[src/rtl/apb_timer_pkg.sv]
// apb_timer_pkg: shared register offsets, CTRL bit positions and the timer
// run-state type for the APB timer slave.
package apb_timer_pkg;

  // Byte offsets within the slot; only PADDR[7:2] take part in decode.
  localparam logic [7:0] OFS_CTRL     = 8'h00;
  localparam logic [7:0] OFS_LOAD     = 8'h04;
  localparam logic [7:0] OFS_COUNT    = 8'h08;
  localparam logic [7:0] OFS_STATUS   = 8'h0C;
  localparam logic [7:0] OFS_PRESCALE = 8'h10;

  // CTRL register fields
  localparam int unsigned CTRL_EN        = 0;
  localparam int unsigned CTRL_RELOAD_EN = 1;
  localparam int unsigned CTRL_IRQ_EN    = 2;
  localparam int unsigned CTRL_BITS      = 3;

  typedef enum logic {
    STOPPED = 1'b0,
    RUNNING = 1'b1
  } tmr_state_t;

endpackage

[src/rtl/apb_timer_counter.sv]
// apb_timer_counter: prescaler, 32-bit down-counter and expiry detection.
// Ports:
//   PCLK, PRESETn  clock / asynchronous active-low reset
//   en             enable for this cycle (CTRL.EN, or the value being written)
//   en_wr          a CTRL write commits this edge (overrides one-shot stop)
//   reload_en      reload COUNT from load_val on expiry instead of stopping
//   load_val       reload / load value
//   load_strobe    LOAD write: COUNT <= load_val, prescaler cleared
//   prescale       tick every prescale+1 running cycles
//   count          current count
//   expire         pulse: tick while COUNT==0
//   en_clear       pulse: one-shot expiry, caller clears CTRL.EN
module apb_timer_counter
  import apb_timer_pkg::*;
#(
  parameter int unsigned CNT_WIDTH = 32,
  parameter int unsigned PRE_WIDTH = 16
) (
  input  logic                 PCLK,
  input  logic                 PRESETn,
  input  logic                 en,
  input  logic                 en_wr,
  input  logic                 reload_en,
  input  logic [CNT_WIDTH-1:0] load_val,
  input  logic                 load_strobe,
  input  logic [PRE_WIDTH-1:0] prescale,
  output logic [CNT_WIDTH-1:0] count,
  output logic                 expire,
  output logic                 en_clear
);

  tmr_state_t           state_q, state_d;
  logic [PRE_WIDTH-1:0] pre_cnt;
  logic                 running;
  logic                 tick;

  // Counting needs both the registered run state and the enable seen this
  // cycle, so a CTRL write of EN=0 suppresses the tick on its own edge.
  assign running  = (state_q == RUNNING) && en;
  assign tick     = running && (pre_cnt == prescale);
  assign expire   = tick && (count == '0);
  assign en_clear = expire && !reload_en;

  always_ff @(posedge PCLK or negedge PRESETn) begin
    if (!PRESETn) state_q <= STOPPED;
    else          state_q <= state_d;
  end

  always_comb begin
    state_d = state_q;
    unique case (state_q)
      STOPPED: if (en) state_d = RUNNING;
      // A coincident CTRL write decides EN, beating the one-shot stop.
      RUNNING: if (!en || (en_clear && !en_wr)) state_d = STOPPED;
      default: state_d = STOPPED;
    endcase
  end

  always_ff @(posedge PCLK or negedge PRESETn) begin
    if (!PRESETn) begin
      pre_cnt <= '0;
      count   <= '0;
    end else if (load_strobe) begin
      pre_cnt <= '0;
      count   <= load_val;
    end else if (tick) begin
      pre_cnt <= '0;
      if (count != '0)    count <= count - CNT_WIDTH'(1);
      else if (reload_en) count <= load_val;
    end else if (running) begin
      pre_cnt <= pre_cnt + PRE_WIDTH'(1);
    end else begin
      pre_cnt <= '0;
    end
  end

endmodule

[src/rtl/apb_timer_slave.sv]
// apb_timer_slave: APB slave holding a prescaled down-counting timer with
// a level interrupt and programmable PREADY wait states.
// Ports:
//   PCLK, PRESETn  APB clock / asynchronous active-low reset
//   PSEL, PENABLE, PWRITE, PADDR, PWDATA   APB request
//   PREADY         low for WAIT_STATES cycles of every ACCESS phase
//   PRDATA         register read data during read ACCESS, else 0
//   IRQ            STATUS.EXPIRED & CTRL.IRQ_EN
// Map: 0x00 CTRL, 0x04 LOAD, 0x08 COUNT (RO), 0x0C STATUS (W1C), 0x10 PRESCALE.
module apb_timer_slave
  import apb_timer_pkg::*;
#(
  parameter int unsigned ADDR_WIDTH  = 32,
  parameter int unsigned DATA_WIDTH  = 32,
  parameter int unsigned PRE_WIDTH   = 16,
  parameter int unsigned WAIT_STATES = 0
) (
  input  logic                  PCLK,
  input  logic                  PRESETn,
  input  logic                  PSEL,
  input  logic                  PENABLE,
  input  logic                  PWRITE,
  input  logic [ADDR_WIDTH-1:0] PADDR,
  input  logic [DATA_WIDTH-1:0] PWDATA,
  output logic                  PREADY,
  output logic [DATA_WIDTH-1:0] PRDATA,
  output logic                  IRQ
);

  logic [3:0]            wait_cnt;
  logic                  setup, access, wr;
  logic [7:0]            ofs;
  logic                  ctrl_wr, load_wr, status_wr, pre_wr;
  logic [CTRL_BITS-1:0]  ctrl_q;
  logic [DATA_WIDTH-1:0] load_q;
  logic [PRE_WIDTH-1:0]  prescale_q;
  logic                  expired_q;
  logic [DATA_WIDTH-1:0] count;
  logic [DATA_WIDTH-1:0] load_val;
  logic                  en_now;
  logic                  expire, en_clear;
  logic                  unused_addr;

  assign unused_addr = ^{PADDR[ADDR_WIDTH-1:8], PADDR[1:0]};

  assign setup  = PSEL && !PENABLE;
  assign access = PSEL && PENABLE;
  assign PREADY = access ? (wait_cnt == '0) : 1'b1;
  assign wr     = access && PREADY && PWRITE;
  assign ofs    = {PADDR[7:2], 2'b00};

  assign ctrl_wr   = wr && (ofs == OFS_CTRL);
  assign load_wr   = wr && (ofs == OFS_LOAD);
  assign status_wr = wr && (ofs == OFS_STATUS);
  assign pre_wr    = wr && (ofs == OFS_PRESCALE);

  always_ff @(posedge PCLK or negedge PRESETn) begin
    if (!PRESETn)                         wait_cnt <= '0;
    else if (setup)                       wait_cnt <= 4'(WAIT_STATES);
    else if (access && wait_cnt != '0)    wait_cnt <= wait_cnt - 4'd1;
  end

  // The counter sees the enable being written this edge so that EN=0
  // blocks a coincident tick; LOAD data is forwarded the same way.
  assign en_now   = ctrl_wr ? PWDATA[CTRL_EN] : ctrl_q[CTRL_EN];
  assign load_val = load_wr ? PWDATA : load_q;

  apb_timer_counter #(
    .CNT_WIDTH(DATA_WIDTH),
    .PRE_WIDTH(PRE_WIDTH)
  ) u_counter (
    .PCLK       (PCLK),
    .PRESETn    (PRESETn),
    .en         (en_now),
    .en_wr      (ctrl_wr),
    .reload_en  (ctrl_q[CTRL_RELOAD_EN]),
    .load_val   (load_val),
    .load_strobe(load_wr),
    .prescale   (prescale_q),
    .count      (count),
    .expire     (expire),
    .en_clear   (en_clear)
  );

  always_ff @(posedge PCLK or negedge PRESETn) begin
    if (!PRESETn) begin
      ctrl_q     <= '0;
      load_q     <= '0;
      prescale_q <= '0;
      expired_q  <= 1'b0;
    end else begin
      if (ctrl_wr)       ctrl_q <= PWDATA[CTRL_BITS-1:0];
      else if (en_clear) ctrl_q[CTRL_EN] <= 1'b0;
      if (load_wr) load_q <= PWDATA;
      if (pre_wr)  prescale_q <= PWDATA[PRE_WIDTH-1:0];
      // Expiry outranks a coincident write-1-to-clear.
      if (expire)                             expired_q <= 1'b1;
      else if (status_wr && PWDATA[0])        expired_q <= 1'b0;
    end
  end

  always_comb begin
    PRDATA = '0;
    if (access && !PWRITE) begin
      unique case (ofs)
        OFS_CTRL:     PRDATA = {{(DATA_WIDTH-CTRL_BITS){1'b0}}, ctrl_q};
        OFS_LOAD:     PRDATA = load_q;
        OFS_COUNT:    PRDATA = count;
        OFS_STATUS:   PRDATA = {{(DATA_WIDTH-1){1'b0}}, expired_q};
        OFS_PRESCALE: PRDATA = {{(DATA_WIDTH-PRE_WIDTH){1'b0}}, prescale_q};
        default:      PRDATA = '0;
      endcase
    end
  end

  assign IRQ = expired_q && ctrl_q[CTRL_IRQ_EN];

endmodule
[config.mk]
export PLATFORM = sky130hd
export DESIGN_NAME = apb_timer_slave
export DESIGN_NICKNAME = d
export VERILOG_FILES = /design/src/rtl/apb_timer_pkg.sv /design/src/rtl/apb_timer_counter.sv /design/src/rtl/apb_timer_slave.sv
export SDC_FILE = /design/constraint.sdc
export NUM_CORES = 1
export LEC_CHECK = 0
export ABC_CLOCK_PERIOD_IN_PS = 3000
export CAP_MARGIN = 20
export CORE_MARGIN = 3
export CORE_UTILIZATION = 43
export CTS_BUF_LIST = sky130_fd_sc_hd__clkbuf_8
export DETAILED_ROUTE_END_ITERATION = 8
export PLACE_DENSITY = 0.69
export SLEW_MARGIN = 20
export SYNTH_ARGS = -nofsm -noshare
export SYNTH_HDL_FRONTEND = slang
export SYNTH_SLANG_ARGS = --single-unit
[constraint.sdc]
create_clock -name PCLK -period 3 [get_ports PCLK]
set_clock_uncertainty 0.05 [all_clocks]
set_input_delay 0.6 -clock PCLK [delete_from_list [all_inputs] [get_ports PCLK]]
set_output_delay 0.6 -clock PCLK [all_outputs]
set_load 0.02 [all_outputs]
==> results of run 1 <==
synth_stat cells (2+ instances only):
cell       number
o2111ai_1       2
nor4_2          4
clkbuf_1       29
nor2_1         90
xor2_1         10
o211ai_1        6
or2_2           4
mux2_2         19
nand3_1        18
nand2_1       133
and2_1          4
buf_2          10
a32oi_1         3
nand4_1        13
o211a_1         7
a222oi_1       15
a22oi_1        18
a31oi_1        11
a21o_1          9
ha_1            4
a2bb2oi_1      10
a21oi_1         8
o21ai_1        10
nor4_1         12
a22o_1          6
o21a_1          2
dfrtp_1       105
or4_1           4
and3_1          4
or4_4           3
o21ai_0        18
o22a_1          4
o31a_1          3
or3_1           5
mux2i_1         7
o2bb2ai_1       5
inv_1          21
o31ai_1         8
nor3_1         21
a211oi_1        5
nand2b_1        5
xnor2_1        22
kinds of logic (layout without fill, tap and decap cells):
group                    after synthesis  in the layout  synth area share [%]
AND/OR/NAND/NOR                      325            325                 24.24
AO/OA/AOI/OAI                        154            154                 18.77
flip-flops                           105            105                 42.71
buffers and inverters                 61            191                 3.925
XOR/XNOR                              32             32                 4.555
multiplexers                          27             27                 4.983
adder cells (fa/ha/maj)                4              4                0.8135
power by group through the flow:
| stage | Combinational, mW | Sequential [mW] | Clock (mW) |
|---|---|---|---|
| 2_1_floorplan | 0.257 | 1.60 | 0 |
| 3_3_place_gp | 0.482 | 1.63 | 0 |
| 3_5_place_dp | 0.496 | 1.63 | 0 |
| 4_1_cts | 0.502 | 1.60 | 0.867 |
| 5_1_grt | 0.564 | 1.62 | 0.928 |
| 6_report | 0.510 | 1.61 | 0.852 |
layer usage:
layer | share of wire, % | GRT usage [%] | vias up | wire length, um
met4 | 2.1 | 8.036 | 0 | 406
met3 | 6.7 | 4.665 | 37 | 1277
met2 | 48 | 39.08 | 240 | 9067
met5 | 0 | 0 | - | 0
li1 | - | - | 2812 | -
met1 | 44 | 33.08 | 2871 | 8294
final cells by class:
cell class	instances	share of cell area, %
Sequential cell	105	33.46
Multi-Input combinational cell	542	42.76
Timing Repair Buffer	154	17.64
Clock buffer	10	1.752
Clock inverter	6	0.5257
Inverter	21	1.004
Tap cell	180	2.868
worst paths after layout:
kind	to	start
worst min register to register	u_counter.pre_cnt[0]	u_counter.pre_cnt[0]
worst max register to register	u_counter.count[29]	u_counter.count[4]
min in group PCLK	u_counter.pre_cnt[0]	u_counter.pre_cnt[0]
worst min-delay path	load_q[27]	PRESETn
max in group asynchronous	u_counter.pre_cnt[12]	PRESETn
worst max-delay path	PRDATA[14]	PADDR[3]
sequential cells by signal, summed over array words and instances, names as in the netlist:
| name | cells |
|---|---|
| ctrl_q | 3 |
| expired_q | 1 |
| load_q | 32 |
| prescale_q | 16 |
| u_counter.count | 32 |
| u_counter.pre_cnt | 16 |
| u_counter.state_q | 1 |
| wait_cnt | 4 |
repair_timing:
item,in CTS,in global routing
gates resized for setup,147,16
gates cloned,2,0
setup endpoints to repair,34,50
pin swaps,3,6
buffers inserted,1,1
==> flow_summary_export.csv, run 1 <==
group,metric,value,unit
setup_path,worstPathRequired,2350,ps
cells_and_area,final_util,56.36,%
global_routing,grt_antenna_before_repair,0,
cells_and_area,nets,906,
cells_and_area,layout.cells.most_common,"nand2_1",
placement,routabilityCongestion,0.9016,
clock_tree,cts.sinks,105,
cells_and_area,ff_latch_area,2628,um2
cells_and_area,diodes,0,
pwr,vdd_drop_max,0.0002882,V
timing,fmax,0.3395,GHz
global_routing,grt_max_degree,72,
cells_and_area,layout_common_cells,"nand2_1 (131), dfrtp_1 (105), nor2_1 (88), buf_4 (68), clkdlybuf4s50_1 (38)",
drt,drt_first_pass_iters,7,
floorplan,dieArea,15780,um2
logic_synthesis,synth_area_leaders,"dfrtp_1 (43%), nand2_1 (8.1%), nor2_1 (5.5%)",
logic_synthesis,synth_enable_flop_cells,0,
logic_synthesis,syn_avg_cell_area,8.689,um2
timing,maxSlewViolCount,0,
timing,hold_viol_final,0,
pwr,p_switching,889.5,uW
pwr,leakage,3.553,nW
placement,dp.cells,998,
logic_synthesis,synth-seq-area-share,42.71,%
floorplan,die_h,125.6,um
setup_path,cp_max_fo,16,
floorplan,start_util,44.15,%
cells_and_area,fin_area,7854,um2
timing,setup_tns,0,ps
setup_path,cpMaxStageDelayCell,"clkdlybuf4s50_1",
cells_and_area,fillers,1261,
clock_tree,cts_tree,"done",
logic_synthesis,syn_area,6152,um2
pwr,internal-power,2.078,mW
setup_path,cp_data_arrival_time,2300,ps
pwr,p_total,2.968,mW
global_routing,grt_pass1_vias,6130,
pwr,p_clk_share,28.7,%
clock_tree,htree_levels,3,
worst_hold_path,hold_class,"in -> async",
floorplan,die_w,125.6,um
global_routing,grt_usage,24.24,%
setup_path,crit_type,"in -> out",
clock_tree,path_clk_slew,100,ps
clock_tree,clk_latency,400,ps
setup_path,cpPeakStageDelay,500,ps
clock_tree,numCtsBuffers,9,
clock_tree,root_buffer,"clkbuf_8",
pwr,combPwrFrac,17.2,%
drt,antenna_left,0,
global_routing,grt_pass1_wl,31.13,mm
placement,place_area,7655,um2
logic_synthesis,yosysWarnings,0,
pwr,swShare,29.97,%
timing,fin_crit,2946,ps
timing,tightestPinTransition,793.9,ps
floorplan,fp-row-count,43,
cells_and_area,instances_no_fill,1018,
setup_path,start_kind,"primary input",
logic_synthesis,synthCells,708,
drt,drc_errors,0,
pwr,power_density,377.9,nW/um2
cells_and_area,synthToLayoutAreaGrowth,27.66,%
floorplan,io_pins,103,
cells_and_area,multi_input_area,3358,um2
placement,dp_slack,-759.5,ps
setup_path,crit_family,"buffers and inverters",
drt,vias_per_cell,5.855,
placement,place_hpwl,13.55,mm
logic_synthesis,ys_seq_elements,105,
setup_path,crit_path_end_kind,"primary output",
drt,wl,19.05,mm
logic_synthesis,synth_top_area_share,42.71,%
timing,setup_viol,0,
setup_path,crit_chain,"clkdlybuf4s50_1 -> nand2b_1 -> nor2_4 -> buf_12 -> a222oi_1 -> nor2_1 -> buf_4",
outcome,status,"completed",
timing,fin_ws,54.10,ps
placement,port_buffers,76,
timing,hold_ws,109.2,ps
drt,wl_per_cell,18.71,um
logic_synthesis,synthFlopType,"dfrtp_1",
drt,first_iter_violations,577,
logic_synthesis,syn_nets,781,
drt,vias,5960,
logic_synthesis,yosysTopAreaCell,"dfrtp_1",
setup_path,reg2reg_slack,100,ps
pwr,power_frac_seq,54.1,%
job,max-cap-violations,0,
timing,relSlewSlack,46.88,%
cells_and_area,drive_above_1_share,20.29,%
timing,period_share,98.20,%
setup_path,reg2regPathDepth,6,
setup_path,critPathBufInv,3,
floorplan,coreArea,13930,um2
setup_path,path_depth,7,
clock_tree,cts_buffer_depth,2,
clock_tree,postCtsHoldBufs,0,
logic_synthesis,ys_async_sr_fraction,100.0,%
global_routing,gr-total-overflow,0,
logic_synthesis,ys_types,53,
No activity file was read; power rests on OpenSTA's default activity.
==> run 2, diff against run 1 <==
Settings changed: CORE_MARGIN 3 to default, CTS_BUF_LIST sky130_fd_sc_hd__clkbuf_8 to default.
==> run 2 against run 1 <==
Net effect:
- critical path depth increased by 1
- count of clock-buffer cells in the layout unchanged
- largest cell class unchanged
- core utilization increased by 2.4 points
- final cell count increased by 1.8%
- design area increased by 4.3%
- via count increased by 3.6%
- die area decreased by 6.3%
- combinational power increased by 9.0%
==> flow_summary_export.csv, run 2 (synthesis gave the netlist of run 1 again) <==
group,metric,value,unit
floorplan,die_w,121.6,um
global_routing,grt_antenna_before_repair,0,
global_routing,grt_pass1_wl,31.51,mm
floorplan,io_pins,103,
clock_tree,cts_tree,"done",
clock_tree,htree_levels,3,
job,max-cap-violations,0,
pwr,power_density,402.3,nW/um2
cells_and_area,layout_common_cells,"nand2_1 (130), dfrtp_1 (105), nor2_1 (87), buf_4 (85), clkdlybuf4s50_1 (36)",
cells_and_area,final_util,58.79,%
placement,routabilityCongestion,0.8971,
timing,maxSlewViolCount,0,
timing,hold_ws,192.6,ps
drt,wl_per_cell,18.72,um
outcome,status,"completed",
setup_path,worstPathRequired,2350,ps
drt,antenna_left,0,
placement,port_buffers,76,
cells_and_area,instances_no_fill,1036,
floorplan,die_h,121.6,um
drt,vias,6172,
cells_and_area,synthToLayoutAreaGrowth,33.15,%
cells_and_area,nets,925,
cells_and_area,layout.cells.most_common,"nand2_1",
setup_path,cp_max_fo,6,
timing,relSlewSlack,45.78,%
floorplan,fp-row-count,43,
pwr,leakage,3.706,nW
clock_tree,postCtsHoldBufs,0,
placement,place_hpwl,13.31,mm
clock_tree,cts.sinks,105,
drt,drc_errors,0,
floorplan,coreArea,13930,um2
drt,vias_per_cell,5.958,
floorplan,start_util,44.15,%
global_routing,gr-total-overflow,0,
clock_tree,numCtsBuffers,9,
clock_tree,cts_buffer_depth,2,
cells_and_area,fillers,1233,
placement,dp.cells,1010,
timing,fin_crit,2981,ps
timing,setup_tns,0,ps
drt,wl,19.40,mm
timing,setup_viol,0,
cells_and_area,diodes,0,
global_routing,grt_pass1_vias,6031,
clock_tree,root_buffer,"clkbuf_16",
setup_path,reg2reg_slack,170,ps
global_routing,grt_max_degree,63,
cells_and_area,drive_above_1_share,22.31,%
timing,tightestPinTransition,810.3,ps
clock_tree,path_clk_slew,70,ps
timing,period_share,99.38,%
setup_path,start_kind,"primary input",
global_routing,grt_usage,27.82,%
timing,hold_viol_final,0,
floorplan,dieArea,14790,um2
setup_path,crit_type,"in -> out",
drt,first_iter_violations,742,
cells_and_area,top_regs,"load_q x32, u_counter.count x32",
setup_path,crit_path_end_kind,"primary output",
clock_tree,clk_latency,360,ps
setup_path,cp_data_arrival_time,2330,ps
drt,drt_first_pass_iters,6,
timing,grt_setup_unrepaired,"yes",
timing,fmax,0.3354,GHz
worst_hold_path,hold_class,"in -> async",
pwr,vdd_drop_max,0.0003859,V
[run 2: cell count changes in the layout (fill, tap and decap cells not counted), moves of 2 or more]
cell	change
buf_16	+3
buf_4	+17
buf_2	-4
buf_6	+3
inv_1	-2
clkdlybuf4s50_1	-2
dlygate4sd2_1	+3
dlymetal6s2s_1	+2
clkbuf_16	+9
clkbuf_8	-10
clkbuf_2	-2
inv_6	-2
[run 2: final cells by class]
type | count | area [um2] | share of cell area, %
Clock inverter | 5 | 41.29 | 0.5040
Timing Repair Buffer | 172 | 1588 | 19.38
Sequential cell | 105 | 2628 | 32.08
Inverter | 21 | 78.83 | 0.9623
Clock buffer | 10 | 229.0 | 2.795
Tap cell | 180 | 225.2 | 2.749
Multi-Input combinational cell | 543 | 3402 | 41.53
[run 2: final timing paths]
path / startpoint / to / cells past startpoint
worst max-delay path: PADDR[4] / PRDATA[14] / 8
worst min-delay path: PRESETn / load_q[27] / 1
worst max register to register: u_counter.count[4] / u_counter.count[18] / 7
worst min register to register: load_q[29] / load_q[29] / 2
max in group asynchronous: PRESETn / prescale_q[8] / 2
min in group PCLK: load_q[29] / load_q[29] / 2
[run 2: critical path, stage by stage]
cell,delay (ps)
dlygate4sd2_1,260
or4_4,580
nor2_4,200
buf_12,170
buf_4,130
a222oi_1,120
nor2_1,130
buf_4,150
[run 2: routing by layer]
metal	wire length [um]	track usage (%)
met5	0	0
met4	414	9.336
met3	1584	6.695
met2	9301	44.21
met1	8096	37.18
[run 2: metrics by stage]
step	setup slack, ps	instance area [um2]	power (mW)
finish	18.69	8192	3.295
global route	-72.95	8192	3.446
CTS	-37.20	8198	3.294
detailed placement	-632.1	7782	2.143
global placement	-598.7	7782	2.115
floorplan	40.31	6152	1.858
[run 2: power by group]
group | internal [mW] | switching [mW] | total, mW
clock | 0.569 | 0.569 | 1.14
combinational | 0.256 | 0.300 | 0.556
sequential | 1.51 | 0.0928 | 1.60
[run 2: repair_timing]
| item | 4_1_cts | 5_1_grt |
|---|---|---|
| endpoints found under the hold margin | 0 | 0 |
| setup endpoints to repair | 66 | 36 |
| pin swaps | 7 | 8 |
| gates cloned | 4 | 0 |
| buffers inserted | 5 | 3 |
| gates resized for setup | 140 | 29 |
